File: src/rtl/load_store_unit.sv
// Data-memory initiator: lane alignment, load extension, fault checks, one request in flight.
// Define LSU_MISALIGN_SPLIT_EN to split word-crossing accesses into two aligned word accesses.
module load_store_unit #(
    parameter int unsigned XLEN      = 32,
    parameter int unsigned MEM_BYTES = 1024
) (
    input  logic            clk,
    input  logic            reset,
    input  logic            req_valid_i,
    output logic            req_ready_o,
    input  logic [XLEN-1:0] req_addr_i,
    input  logic [XLEN-1:0] req_wdata_i,
    input  logic            req_store_i,
    input  logic [1:0]      req_size_i,
    input  logic            req_unsigned_i,
    output logic            rsp_valid_o,
    output logic [XLEN-1:0] rsp_rdata_o,
    output logic            rsp_fault_o,
    output logic [1:0]      rsp_cause_o,
    output logic [XLEN-1:0] mem_addr_o,
    output logic [XLEN-1:0] mem_wdata_o,
    output logic [3:0]      mem_wr_en_o,
    output logic            mem_read_o,
    output logic [1:0]      mem_load_type_o,
    input  logic [XLEN-1:0] mem_rdata_i
);

`ifdef LSU_MISALIGN_SPLIT_EN
    localparam bit SplitEn = 1'b1;
`else
    localparam bit SplitEn = 1'b0;
`endif

    typedef enum logic [1:0] {StIdle, StAcc0, StAcc1, StResp} state_e;

    state_e      state_q, state_d;
    logic [29:0] waddr_q;
    logic [1:0]  off_q, size_q, cause_q;
    logic        store_q, unsigned_q, cross_q;
    logic [31:0] wdata_q, word0_q, word1_q;
    logic        rsp_valid_q, rsp_valid_d, rsp_fault_q, rsp_fault_d;
    logic [1:0]  rsp_cause_q, rsp_cause_d;
    logic [31:0] rsp_rdata_q, rsp_rdata_d;

    logic        accept;
    logic [3:0]  req_nbytes;
    logic        req_cross;
    logic [32:0] req_last;
    logic [1:0]  req_cause;
    logic [63:0] wide;
    logic [7:0]  lanes;
    logic [3:0]  size_mask;
    logic [31:0] ext_src, ext_data;

    // Request decode and fault classification, evaluated in IDLE only.
    always_comb begin
        unique case (req_size_i)
            2'b00:   req_nbytes = 4'd1;
            2'b01:   req_nbytes = 4'd2;
            2'b10:   req_nbytes = 4'd4;
            default: req_nbytes = 4'd0;
        endcase
        req_cross = ({2'b00, req_addr_i[1:0]} + req_nbytes) > 4'd4;
        req_last  = {1'b0, req_addr_i} + {29'd0, req_nbytes} - 33'd1;
        if (req_size_i == 2'b11) begin
            req_cause = 2'b11;
        end else if (req_last >= 33'(MEM_BYTES)) begin
            req_cause = 2'b10;
        end else if (req_cross && !SplitEn) begin
            req_cause = 2'b01;
        end else begin
            req_cause = 2'b00;
        end
    end

    assign accept      = req_valid_i && (state_q == StIdle);
    assign req_ready_o = (state_q == StIdle);

    always_comb begin
        state_d = state_q;
        unique case (state_q)
            StIdle: if (accept) state_d = (req_cause != 2'b00) ? StResp : StAcc0;
            StAcc0: state_d = cross_q ? StAcc1 : StResp;
            StAcc1: state_d = StResp;
            StResp: state_d = StIdle;
            default: state_d = StIdle;
        endcase
    end

    // Load extraction from the (possibly two-word) capture window.
    always_comb begin
        ext_src = 32'({word1_q, word0_q} >> {off_q, 3'b000});
        unique case (size_q)
            2'b00:   ext_data = unsigned_q ? {24'd0, ext_src[7:0]}
                                           : {{24{ext_src[7]}}, ext_src[7:0]};
            2'b01:   ext_data = unsigned_q ? {16'd0, ext_src[15:0]}
                                           : {{16{ext_src[15]}}, ext_src[15:0]};
            default: ext_data = ext_src;
        endcase
    end

    always_comb begin
        rsp_valid_d = 1'b0;
        rsp_fault_d = rsp_fault_q;
        rsp_cause_d = rsp_cause_q;
        rsp_rdata_d = rsp_rdata_q;
        if (state_q == StResp) begin
            rsp_valid_d = 1'b1;
            rsp_fault_d = (cause_q != 2'b00);
            rsp_cause_d = cause_q;
            rsp_rdata_d = (store_q || cause_q != 2'b00) ? 32'd0 : ext_data;
        end
    end

    // Memory side decoded from registered state only, so strobes never glitch.
    always_comb begin
        unique case (size_q)
            2'b00:   size_mask = 4'b0001;
            2'b01:   size_mask = 4'b0011;
            default: size_mask = 4'b1111;
        endcase
        lanes           = {4'd0, size_mask} << off_q;
        wide            = {32'd0, wdata_q} << {off_q, 3'b000};
        mem_addr_o      = '0;
        mem_wdata_o     = '0;
        mem_wr_en_o     = 4'b0000;
        mem_read_o      = 1'b0;
        mem_load_type_o = 2'b10;
        if (state_q == StAcc0) begin
            mem_addr_o = {waddr_q, 2'b00};
            if (store_q) begin
                mem_wr_en_o = lanes[3:0];
                mem_wdata_o = wide[31:0];
            end else begin
                mem_read_o = 1'b1;
            end
        end else if (state_q == StAcc1) begin
            mem_addr_o = {waddr_q + 30'd1, 2'b00};
            if (store_q) begin
                mem_wr_en_o = lanes[7:4];
                mem_wdata_o = wide[63:32];
            end else begin
                mem_read_o = 1'b1;
            end
        end
    end

    always_ff @(posedge clk or posedge reset) begin
        if (reset) begin
            state_q     <= StIdle;
            waddr_q     <= '0;
            off_q       <= '0;
            size_q      <= '0;
            cause_q     <= '0;
            store_q     <= 1'b0;
            unsigned_q  <= 1'b0;
            cross_q     <= 1'b0;
            wdata_q     <= '0;
            word0_q     <= '0;
            word1_q     <= '0;
            rsp_valid_q <= 1'b0;
            rsp_fault_q <= 1'b0;
            rsp_cause_q <= '0;
            rsp_rdata_q <= '0;
        end else begin
            state_q     <= state_d;
            rsp_valid_q <= rsp_valid_d;
            rsp_fault_q <= rsp_fault_d;
            rsp_cause_q <= rsp_cause_d;
            rsp_rdata_q <= rsp_rdata_d;
            if (accept) begin
                waddr_q    <= req_addr_i[31:2];
                off_q      <= req_addr_i[1:0];
                size_q     <= req_size_i;
                cause_q    <= req_cause;
                store_q    <= req_store_i;
                unsigned_q <= req_unsigned_i;
                cross_q    <= req_cross;
                wdata_q    <= req_wdata_i;
            end
            if (state_q == StAcc0 && !store_q) word0_q <= mem_rdata_i;
            if (state_q == StAcc1 && !store_q) word1_q <= mem_rdata_i;
        end
    end

    assign rsp_valid_o = rsp_valid_q;
    assign rsp_rdata_o = rsp_rdata_q;
    assign rsp_fault_o = rsp_fault_q;
    assign rsp_cause_o = rsp_cause_q;

endmodule

File: config.mk
export PLATFORM = sky130hd
export DESIGN_NAME = load_store_unit
export DESIGN_NICKNAME = d
export VERILOG_FILES = /design/src/rtl/load_store_unit.sv
export SDC_FILE = /design/constraint.sdc
export NUM_CORES = 1
export LEC_CHECK = 0
export BUFFER_PORTS_ARGS = -buffer_cell sky130_fd_sc_hd__clkbuf_2
export CAP_MARGIN = 10
export CELL_PAD_IN_SITES_DETAIL_PLACEMENT = 1
export CELL_PAD_IN_SITES_GLOBAL_PLACEMENT = 1
export CORE_MARGIN = 8
export CORE_UTILIZATION = 30
export DETAILED_ROUTE_END_ITERATION = 16
export PLACE_DENSITY_LB_ADDON = 0.1
export SYNTH_ARGS = -nofsm -noshare
export SYNTH_HDL_FRONTEND = slang
export SYNTH_SLANG_ARGS = --single-unit
File: constraint.sdc
create_clock -name clk -period 13 [get_ports clk]
set_input_delay 1.3 -clock clk [delete_from_list [all_inputs] [get_ports clk]]
set_output_delay 1.3 -clock clk [all_outputs]
set_load 0.01 [all_outputs]
==> results.txt <==
The flow ran to the end, and the final reports show no timing, DRC or antenna violations. The number of setup buffers added after CTS is 0. Among all cell types in the netlist, the one instantiated most often is dfrtp_1. The sequential power share came out at 0.344.

The buffer cell driving the clock tree root is clkbuf_16. The antenna diode count came out at 0. The share of total power dissipated in combinational logic is 0.471. The detailed-routing iteration count for the pre-antenna-repair pass is 4.

The top cell type's share of synthesized area is 0.379. Yosys mapped a number of flops with a built-in enable equal to 0. The number of synthesis warnings came out at 0. Ranked by total cell area, the synthesized netlist is headed by dfrtp_1 (38%), mux2_2 (13%), ha_1 (4.8%).

The number of slew-limit violations in the final report is 0. The post-route antenna net violation count came out at 0. By count the netlist is led by dfrtp_1 (165), nand2_1 (137), mux2_2 (129). The TritonCTS clock tree is done. For this configuration, the core starts out at a cell density of 0.305. The global-route wire length before repair is 58.5 mm. The total placed instance area is 12300 µm².

The longest clock path from root to sink contains 2 buffers. The count of maximum capacitance violations came out at 0. The part of the total power dissipated in the clock network came out at 0.185. Summed over all cells, the static leakage comes to 5.78 nW. The number of levels in the clock H-tree is 4.

The HPWL reported at the end of detailed placement came out at 28.5 mm. The post-cts hold buffer count came out at 0. Measured in cells, the most critical reg-to-reg path has a length of 8. For this block, the initial DRC count from the detailed router was 307.

The number of sinks on the clock net is 165. The quantity of gates resized following cts came out at 0. The later pin in the worst-skew pair is clocked with a latency of 450 ps.

Synthesis instantiated 65 different standard cells from the library. The final-stage net count came out at 1506. The maximum number of pins on one net before global-route repair is 92.

Pin placement for this block handled 211 I/O pins. Summing every instance area after synthesis gives 10900 µm². The cell-internal power is 1.58 mW. The multiplexer area fraction after synthesis came out at 0.177.

After routing the design area is 12900 µm². For this run, the register share of the synthesized area comes to 0.379. The arrival time of data at the critical path endpoint came out at 3800 ps. The routability-driven placement congestion ratio is 0.796. The count of buffers from port buffering is 206. The switching fraction of total power came out at 0.430. The mean post-synth cell area came out at 9.11 µm². Using the TritonRoute via totals, the vias-per-cell ratio works out to 5.15. The setup slack of the worst register-to-register path is 9850 ps.

The clock period minus final worst setup slack is 5100 ps. The xor and xnor fraction of the mapped netlist area is 0.0266. The most used flip-flop cell after synthesis is dfrtp_1. Summed over all instances, the cell type with the most area after synthesis is dfrtp_1. The portion of the clock cycle consumed by the worst path in the final layout is 0.392. The number of antenna violations at the first check in global routing is 0. Setup repair after global routing left no endpoint under its margin.

The full die area came out at 42600 µm². The combinational family with the most area after synthesis is multiplexers. The core region is 35700 µm².

The highest ir drop seen on vdd is 0.108 mV. The overall overflow remaining after global route is 0. Clock-pin slew was measured on the worst setup and hold paths at 70 ps.

Derived from the worst setup path, the maximum achievable clock frequency is 196 MHz. At the pin with the least slew margin, the transition time is 1150 ps. The total routing resource utilization after global routing came out at 0.177. The area share of and/or/nand/nor cells after synthesis came out at 0.133.

The category of the most critical setup path is reg2out. The post-synthesis to final-layout area growth is 18.4%. The layout cell share with drive strength beyond 1 is 0.297. The start point of the critical path is state_q[1]. At the worst endpoint, the required time is 11700 ps.

In the routed design, unresolved DRC markers number 0. In this run the vertical extent of the chip is 206 µm. Setup violations remaining at the end of the flow were counted as 0. The total negative slack for setup checks came out at 0 ps.

The number of synthesized register bits came out at 165. The largest clock skew in the final design is 11.3 ps. The beginning of the worst register-to-register path is state_q[0]. The floorplan has 69 rows. The share of synthesized cell area in full adder, half adder and majority cells came out at 0.0520.

The final wirelength came out at 37.4 mm. The most critical setup path has its endpoint at mem_addr_o[24]. The final hold violation count was 0. The worst register-to-register path ends at state_q[1]. The total CTS buffers came out at 17. The number of global-route vias before repair was 10016.

The worst setup path is captured at a primary output. The instance count along the most critical hold path came out at 2. The number of vias in the routed layout is 9447. The final routed wire length divided by cell count came out at 20.4 µm. The kind of path behind the tightest hold check is reg2reg. For this design the total switching power over the nets is 1.19 mW. The power per cell area came out at 214 nW/µm². The relative slew slack came out at 0.230. The overall die width is 206 µm.

The post-synthesis compound-gate area fraction came out at 0.173. The maximum fanout along the worst path is 5. Synthesis handed over a netlist of 1195 instances.

The share of flip-flops with an asynchronous set or reset after synthesis is 1.00. STA classifies the critical path startpoint as a register.
==> worst min-delay path by stage <==
stage	startpoint	endpoint	slack, ps
2_1_floorplan	cross_q	cross_q	450
3_3_place_gp	cross_q	cross_q	470
3_5_place_dp	cross_q	cross_q	470
4_1_cts	cross_q	cross_q	490
5_1_grt	word0_q[15]	word0_q[15]	530
6_report	cross_q	cross_q	480
==> power by group through the flow <==
stage | Combinational, mW | Sequential (mW) | Clock (mW)
6_report | 1.30 | 0.950 | 0.512
5_1_grt | 1.45 | 0.988 | 0.550
4_1_cts | 1.34 | 0.950 | 0.530
3_5_place_dp | 1.33 | 0.960 | 0
3_3_place_gp | 1.31 | 0.955 | 0
2_1_floorplan | 0.991 | 0.850 | 0
==> registers in the layout (all words and copies together), names as in the netlist <==
signal / cells
rsp_cause_o: 2
unsigned_q: 1
cross_q: 1
wdata_q: 32
size_q: 2
word0_q: 32
state_q: 2
rsp_fault_o: 1
cause_q: 2
waddr_q: 30
word1_q: 24
rsp_rdata_o: 32
off_q: 2
rsp_valid_o: 1
store_q: 1
==> final cells by class <==
class,instances,area (µm²)
Multi-Input combinational cell,873,6150
Fill cell,4223,22800
Sequential cell,165,4130
Inverter,84,320
Clock inverter,15,161
Tap cell,461,577
Clock buffer,17,425
Timing Repair Buffer,218,1120
==> worst max-delay path: stages (launching register included) <==
cell      delay (ps)
dfrtp_1          390
inv_1             90
ha_1             220
nor4bb_1         680
nand3_1          370
nor4_1          1010
nand2_1          170
xor2_1           180
nor2_1            80
clkbuf_2         150
==> cell families after synthesis <==
| group | Yosys count |
|---|---|
| AOI/OAI and AO/OA | 313 |
| and+or+nand+nor | 311 |
| muxes | 168 |
| DFF | 165 |
| buffers and inverters | 159 |
| adders and majority gates | 44 |
| xor gates and xnor gates | 33 |
| other | 2 |
==> metrics by stage <==
step	setup slack, ps	hold slack, ps	instances	util	power (mW)
after floorplan	7240	450	1197	-	1.84
after global placement	7860	466	1801	0.345	2.27
after detailed placement	7830	474	1801	0.345	2.29
after CTS	7770	490	1833	0.362	2.82
after global routing	7540	526	1833	0.362	2.99
final	7900	484	1833	0.362	2.76
==> layout by cell type (no fill, tap or decap), drive strengths merged, types with 4 or more instances in the layout <==
| cell type | synthesis | routed |
|---|---|---|
| o211ai | 8 | 8 |
| nor2 | 62 | 62 |
| mux2i | 32 | 32 |
| mux4 | 7 | 7 |
| o22ai | 41 | 41 |
| a21oi | 86 | 86 |
| nand2b | 6 | 6 |
| a22oi | 9 | 9 |
| dfrtp | 165 | 165 |
| ha | 42 | 42 |
| buf | 21 | 12 |
| inv | 84 | 91 |
| nand2 | 138 | 138 |
| or3 | 5 | 5 |
| clkbuf | 54 | 223 |
| xor2 | 27 | 27 |
| nor4 | 5 | 5 |
| mux2 | 129 | 129 |
| and3 | 10 | 10 |
| o21a | 20 | 20 |
| and2 | 4 | 4 |
| o31a | 4 | 4 |
| nor3 | 18 | 18 |
| a211oi | 7 | 7 |
| clkinv | 0 | 7 |
| conb | 2 | 4 |
| o21ai | 102 | 102 |
| a21o | 8 | 8 |
| xnor2 | 6 | 6 |
| nand3 | 15 | 15 |
| or2 | 4 | 4 |
| nand4 | 16 | 16 |
| nor2b | 17 | 17 |
==> routing by layer <==
metal  wire, µm  GRT usage  vias to the layer above
met5          0          0                        -
met4        656     0.0491                        0
met3       1180     0.0255                       36
met2      19100      0.312                      149
met1      16600      0.222                     4710
li1           -          -                     4552
Note: power is estimated with default switching activity, not from simulation.
